**config.mk**
```make
export PLATFORM = sky130hd
export DESIGN_NAME = sparc_mem_sequencer
export DESIGN_NICKNAME = d
export VERILOG_FILES = /design/src/rtl/sparc_mem_sequencer_pkg.sv /design/src/rtl/sparc_mem_sequencer_byte_lane.sv /design/src/rtl/sparc_mem_sequencer.sv
export SDC_FILE = /design/constraint.sdc
export NUM_CORES = 1
export LEC_CHECK = 0
export CAP_MARGIN = 20
export CORE_MARGIN = 10
export CORE_UTILIZATION = 45
export CTS_CLUSTER_SIZE = 25
export DETAILED_ROUTE_END_ITERATION = 10
export PLACE_DENSITY_LB_ADDON = 0.2
export SLEW_MARGIN = 30
export SYNTH_ARGS = -nofsm -noshare
export SYNTH_HDL_FRONTEND = slang
export SYNTH_SLANG_ARGS = --single-unit
```
**constraint.sdc**
```tcl
create_clock -name Clk -period 2.3 [get_ports Clk]
set_input_delay 0.345 -clock Clk [delete_from_list [all_inputs] [get_ports Clk]]
set_output_delay 0.345 -clock Clk [all_outputs]
set_load 0.02 [all_outputs]
```
**src/rtl/sparc_mem_sequencer_pkg.sv**
```systemverilog
// Shared type codes, FSM encodings and access-size helpers for the SPARC RAM sequencer.
package sparc_mem_sequencer_pkg;

    localparam logic [1:0] TYPE_BYTE = 2'b00;
    localparam logic [1:0] TYPE_HALF = 2'b01;
    localparam logic [1:0] TYPE_WORD = 2'b10;
    localparam logic [1:0] TYPE_ILL  = 2'b11;

    localparam logic [2:0] ST_IDLE    = 3'd0;
    localparam logic [2:0] ST_ISSUE   = 3'd1;
    localparam logic [2:0] ST_WAIT    = 3'd2;
    localparam logic [2:0] ST_RELEASE = 3'd3;
    localparam logic [2:0] ST_DONE    = 3'd4;
    localparam logic [2:0] ST_HOLD    = 3'd5;

    // Index of the final byte cycle (n-1) for an access size.
    function automatic logic [1:0] last_idx(input logic [1:0] typ);
        case (typ)
            TYPE_WORD: last_idx = 2'd3;
            TYPE_HALF: last_idx = 2'd1;
            default:   last_idx = 2'd0;
        endcase
    endfunction

    function automatic logic misaligned(input logic [1:0] typ, input logic [1:0] a_lo);
        misaligned = ((typ == TYPE_HALF) && a_lo[0]) ||
                     ((typ == TYPE_WORD) && (a_lo != 2'b00));
    endfunction

endpackage

```
**src/rtl/sparc_mem_sequencer_byte_lane.sv**
```systemverilog
// Big-endian lane select for writes and lane merge for reads.
// Combinational, zero latency; no flow control.
// Backpressure: none, purely a function of its inputs.
module sparc_byte_lane
    import sparc_mem_sequencer_pkg::*;
(
    input  logic [1:0]  typ,
    input  logic [1:0]  idx,
    input  logic [31:0] wdata,
    input  logic [31:0] acc,
    input  logic [7:0]  rbyte,
    output logic [7:0]  wbyte,
    output logic [31:0] acc_nxt
);

    // Byte idx 0 is the most significant byte of the n-byte value.
    logic [1:0] lane;
    assign lane = last_idx(typ) - idx;

    always_comb begin
        wbyte   = 8'h00;
        acc_nxt = acc;
        case (lane)
            2'd0: begin wbyte = wdata[7:0];   acc_nxt[7:0]   = rbyte; end
            2'd1: begin wbyte = wdata[15:8];  acc_nxt[15:8]  = rbyte; end
            2'd2: begin wbyte = wdata[23:16]; acc_nxt[23:16] = rbyte; end
            default: begin wbyte = wdata[31:24]; acc_nxt[31:24] = rbyte; end
        endcase
    end

endmodule

```
**src/rtl/sparc_mem_sequencer.sv**
```systemverilog
// Splits CPU byte/half/word and loader byte requests into MOV/MOC byte cycles on the RAM.
// Latency: 3 cycles per byte plus accept and DONE (byte 5, word 14 with immediate ram_moc).
// Backpressure: requesters hold their level request until cpu_moc / ld_ack; RAM stalls via ram_moc.
module sparc_mem_sequencer
    import sparc_mem_sequencer_pkg::*;
#(
    parameter int AW          = 9,
    parameter int MOC_TIMEOUT = 15
) (
    input  logic          Clk,
    input  logic          Clr,
    input  logic          cpu_mov,
    input  logic          cpu_rw,
    input  logic [1:0]    cpu_type,
    input  logic [AW-1:0] cpu_addr,
    input  logic [31:0]   cpu_wdata,
    output logic [31:0]   cpu_rdata,
    output logic          cpu_moc,
    output logic          cpu_err,
    input  logic          ld_req,
    input  logic [AW-1:0] ld_addr,
    input  logic [7:0]    ld_data,
    output logic          ld_ack,
    output logic          ram_mov,
    output logic          ram_rw,
    output logic [AW-1:0] ram_addr,
    output logic [7:0]    ram_wdata,
    input  logic [7:0]    ram_rdata,
    input  logic          ram_moc,
    output logic          busy
);

    logic [2:0]    state;
    logic [1:0]    idx;
    logic [1:0]    typ;
    logic [3:0]    tcnt;
    logic [AW-1:0] base;
    logic          rw;
    logic          is_ld;
    logic          err;
    logic [31:0]   wdat;
    logic [31:0]   acc;
    logic [31:0]   rdata_q;

    logic [7:0]    wbyte;
    logic [31:0]   acc_nxt;
    logic [3:0]    tcnt_inc;
    logic          timeout;
    logic          bad_req;

    sparc_byte_lane u_lane (
        .typ     (typ),
        .idx     (idx),
        .wdata   (wdat),
        .acc     (acc),
        .rbyte   (ram_rdata),
        .wbyte   (wbyte),
        .acc_nxt (acc_nxt)
    );

    assign tcnt_inc = tcnt + 4'd1;
    assign timeout  = (tcnt_inc == 4'(MOC_TIMEOUT));
    assign bad_req  = (cpu_type == TYPE_ILL) || misaligned(cpu_type, cpu_addr[1:0]);

    always_ff @(posedge Clk or negedge Clr) begin
        if (!Clr) begin
            state   <= ST_IDLE;
            idx     <= 2'd0;
            typ     <= TYPE_BYTE;
            tcnt    <= 4'd0;
            base    <= '0;
            rw      <= 1'b0;
            is_ld   <= 1'b0;
            err     <= 1'b0;
            wdat    <= 32'h0;
            acc     <= 32'h0;
            rdata_q <= 32'h0;
        end else begin
            case (state)
                ST_IDLE: begin
                    // Loader has priority so boot images are never starved by the CPU.
                    if (ld_req) begin
                        base  <= ld_addr;
                        rw    <= 1'b0;
                        typ   <= TYPE_BYTE;
                        wdat  <= {24'h0, ld_data};
                        is_ld <= 1'b1;
                        err   <= 1'b0;
                        idx   <= 2'd0;
                        acc   <= 32'h0;
                        state <= ST_ISSUE;
                    end else if (cpu_mov) begin
                        base  <= cpu_addr;
                        rw    <= cpu_rw;
                        typ   <= cpu_type;
                        wdat  <= cpu_wdata;
                        is_ld <= 1'b0;
                        err   <= bad_req;
                        idx   <= 2'd0;
                        acc   <= 32'h0;
                        state <= bad_req ? ST_DONE : ST_ISSUE;
                    end
                end
                ST_ISSUE: begin
                    tcnt  <= 4'd0;
                    state <= ST_WAIT;
                end
                ST_WAIT: begin
                    if (ram_moc) begin
                        if (rw) acc <= acc_nxt;
                        state <= ST_RELEASE;
                    end else if (timeout) begin
                        err   <= 1'b1;
                        state <= ST_RELEASE;
                    end else begin
                        tcnt <= tcnt_inc;
                    end
                end
                ST_RELEASE: begin
                    if ((idx == last_idx(typ)) || err) begin
                        // Publish read data as DONE begins so it is valid alongside cpu_moc.
                        if (rw && !err && !is_ld) rdata_q <= acc;
                        state <= ST_DONE;
                    end else begin
                        idx   <= idx + 2'd1;
                        state <= ST_ISSUE;
                    end
                end
                ST_DONE: state <= is_ld ? ST_IDLE : ST_HOLD;
                ST_HOLD: if (!cpu_mov) state <= ST_IDLE;
                default: state <= ST_IDLE;
            endcase
        end
    end

    assign ram_mov   = (state == ST_ISSUE) || (state == ST_WAIT);
    assign ram_rw    = ram_mov && rw;
    assign ram_addr  = ram_mov ? (base + AW'(idx)) : '0;
    assign ram_wdata = (ram_mov && !rw) ? wbyte : 8'h00;
    assign cpu_moc   = (state == ST_DONE) && !is_ld;
    assign cpu_err   = cpu_moc && err;
    assign ld_ack    = (state == ST_DONE) && is_ld;
    assign busy      = (state != ST_IDLE);
    assign cpu_rdata = rdata_q;

endmodule

```
==> summary.md <==
| Metric | Value |
|---|---|
| Post-Route Setup TNS | `-1.99 ns` |
| Achievable frequency | `386 MHz` |
| Filler cell count | `946` |
| Synth top area share | `0.534` |
| Power Dens Cells | `1240 mW/mm^2` |
| Synth cell count leaders | `dfrtp_1, nand2_1, mux2i_1` |
| Post-synthesis register bit count | `119` |
| Syn avg cell area | `11.1 um^2` |
| H-tree Lvls | `4` |
| Peak VDD IR | `0.000849 V` |
| CP Class | `register to output port` |
| Die area | `0.0172 mm^2` |
| Core Region | `0.0121 mm^2` |
| Layout cells sized above 1 | `0.215` |
| Fin cells | `834` |
| Setup Slack @ Placement | `-0.434 ns` |
| Antenna violations before repair | `0` |
| Adder-Cell Fraction of Synth Area | `0.0171` |
| Via/cell ratio | `5.33` |
| Multi-input logic area | `0.00254 mm^2` |
| Share of the yosys chip area belonging to registers | `0.534` |
| Routability Congestion | `0.810` |
| CTS Buf Count | `17` |
| Met1 usage | `0.203` |
| Main combinational cell family by area after synthesis | `simple AND/OR/NAND/NOR gates` |
| Met2 Track Usage GR | `0.275` |
| Mux cell area share after synthesis | `0.131` |
| Most frequent cell after synthesis | `dfrtp_1` |
| DRC viols | `0` |
| CP Capture Type | `output port` |
| Total Wirelength | `14500 um` |
| Root buffer cell | `clkbuf_16` |
| Failing checks | `negative setup slack` |
| Final nets | `734` |
| Maxcap violations | `0` |
| Power Total | `0.00979 W` |
| Simple-gate share of the synthesized area | `0.148` |
| DR WL/cell | `17.4 um` |
| Met3 Usage GRT | `0.0648` |
| Compound-gate portion of the synthesized area | `0.117` |
| Syn_nets | `583` |
| Gr busiest metal | `met2` |
| XOR/XNOR Fraction of Synth Area | `0.0211` |
| Post-Syn Area | `0.00557 mm^2` |
| Iter 0 DRT Violations | `197` |
| Vias in the first global route | `4749` |
| Final Slew Violations | `0` |
| Port-buffer cells | `128` |
| Worst Tran Pin Value | `0.439 ns` |
| Total grt overflow | `0` |
| Max-slew headroom | `0.705` |
| Status | `complete, but fails checks` |
| Worst clock skew | `0.0119 ns` |
| Final setup vio count | `10` |
| Worst min path class | `input pin to asynchronous set/reset pin` |
| Total GRT Usage | `0.169` |
| Rows | `40` |
| Final min period | `2.59 ns` |
| CTS tree | `done` |
| Clock Tree Buf Depth | `2` |
| Post-synth top flop | `dfrtp_1` |
| Ys Warns | `0` |
| Initial Util | `0.462` |
| I/O pins | `129` |
| Post-synth ARST share | `1.00` |
| CP arrival | `2.25 ns` |
| Mapped Cells | `502` |
| Largest net degree at the start of global routing | `79` |
| Diode count | `0` |
| Post-DRT Antenna Nets | `0` |
| Final critical-path setup slack | `-0.292 ns` |
| Largest area contributor in the netlist | `dfrtp_1` |
| Detailed-placement wirelength estimate | `10700 um` |
| RSZ-0062 raised after global routing | `yes` |
| Min Hold Slack | `0.368 ns` |
| FF/Latch Area | `0.00298 mm^2` |
| Clock latency on the worst-skew pair | `0.41 ns` |
| Clk pin slew, worst setup/hold paths | `0.06 ns` |
| Height of the die | `131 um` |
| Dpl cells | `796` |
| Worst path required time | `1.96 ns` |
| DR pass1 iterations | `4` |
| First-pass GRT wire length | `24200 um` |
| Worst-path fanout max | `8` |
| Startpoint Class | `register` |
| Synth unique cells | `59` |
| Hold Vio Cnt, Final | `0` |
| Ranking of synthesized cells by area | `dfrtp_1, mux2i_1, mux2_2` |
| Leak Pwr | `3.78 nW` |
| Die width | `131 um` |
| Clk sinks | `119` |
| Syn-to-layout area delta | `41.7%` |
| Fin crit share | `1.13` |
| Number of synthesized flops with an enable pin | `0` |
| DR vias | `4442` |
## per-layer routing
layer / part of all wire / up-vias
met2: 0.49 / 137
li1: - / 2091
met1: 0.43 / 2203
met3: 0.069 / 11
met5: 0 / -
met4: 0.0074 / 0
## placed cells by master (no fill, tap or decap), drive strengths merged, types with 4 or more instances in the layout
master,instances
nand3,30
dfrtp,119
clkdlybuf4s50,104
o22ai,8
nand3b,4
ha,6
xnor2,4
xor2,6
a22o,32
o21ai,30
mux2i,37
buf,45
clkbuf,20
dlygate4sd2,6
and3,6
mux2,32
nand2,87
clkinv,7
nand4,4
nor2b,8
nor3,6
nor2,14
inv,10
clkinvlp,4
## metrics by stage
step / util / area, um^2
floorplan: - / 5570
global placement: 0.596 / 7180
detailed placement: 0.596 / 7180
CTS: 0.648 / 7810
global route: 0.655 / 7900
finish: 0.655 / 7900
## worst max-delay path: stages, from the launching register on
cell and delay (ns):
dfrtp_1 0.41, ha_4 0.28, ha_4 0.11, xnor3_2 0.31, clkbuf_16 0.20, mux2i_2 0.15, o22ai_2 0.20, buf_6 0.15
## what timing repair did
action	in CTS	in global routing
hold buffers	1	0
resized for setup	88	19
pin swaps	8	6
gates cloned	1	0
setup endpoints to repair	22	33
buffers inserted	2	2
endpoints found under the hold margin	18	0
## power breakdown
part	internal (W)	total (W)	switching (W)	leakage, nW
Sequential	0.00260	0.00303	0.000424	1.60
Clock	0.00163	0.00259	0.000960	0.278
Combinational	0.00189	0.00417	0.00228	1.91
## state kept, by name, summed over array words and instances, names as in the netlist
signal,cells
acc,32
base,9
cpu_rdata,32
err,1
idx,2
is_ld,1
rw,1
state,3
tcnt,4
typ,2
wdat,32
## kinds of logic (layout without fill, tap and decap cells)
group                    count (synthesis)  after routing
AND/OR/NAND/NOR                        170            170
flip-flops                             119            119
AO/OA/AOI/OAI                           90             90
multiplexers                            69             69
buffers and inverters                   36            200
XOR/XNOR                                11             11
adder cells (fa/ha/maj)                  7              7
## path summary, 6_finish.rpt
check | startpoint | endpoint | slack [ns] | cells past startpoint
setup / recovery | typ[1] | ram_wdata[3] | -0.29 | 7
hold / removal | Clr | tcnt[2] | 0.37 | 2
setup reg to reg | typ[1] | acc[23] | 0.10 | 8
hold reg to reg | wdat[16] | wdat[16] | 0.46 | 2
max in group asynchronous | Clr | wdat[8] | 1.25 | 3
min in group Clk | wdat[16] | wdat[16] | 0.46 | 2
## layout make-up
cell class	count	share of cell area
clock buffer	18	0.0556
clock inverter	14	0.0193
inverter	9	0.00428
multi-input combinational	347	0.322
sequential	119	0.377
tap	168	0.0266
timing repair buffer	159	0.195
(Power assumes the default switching activity.)
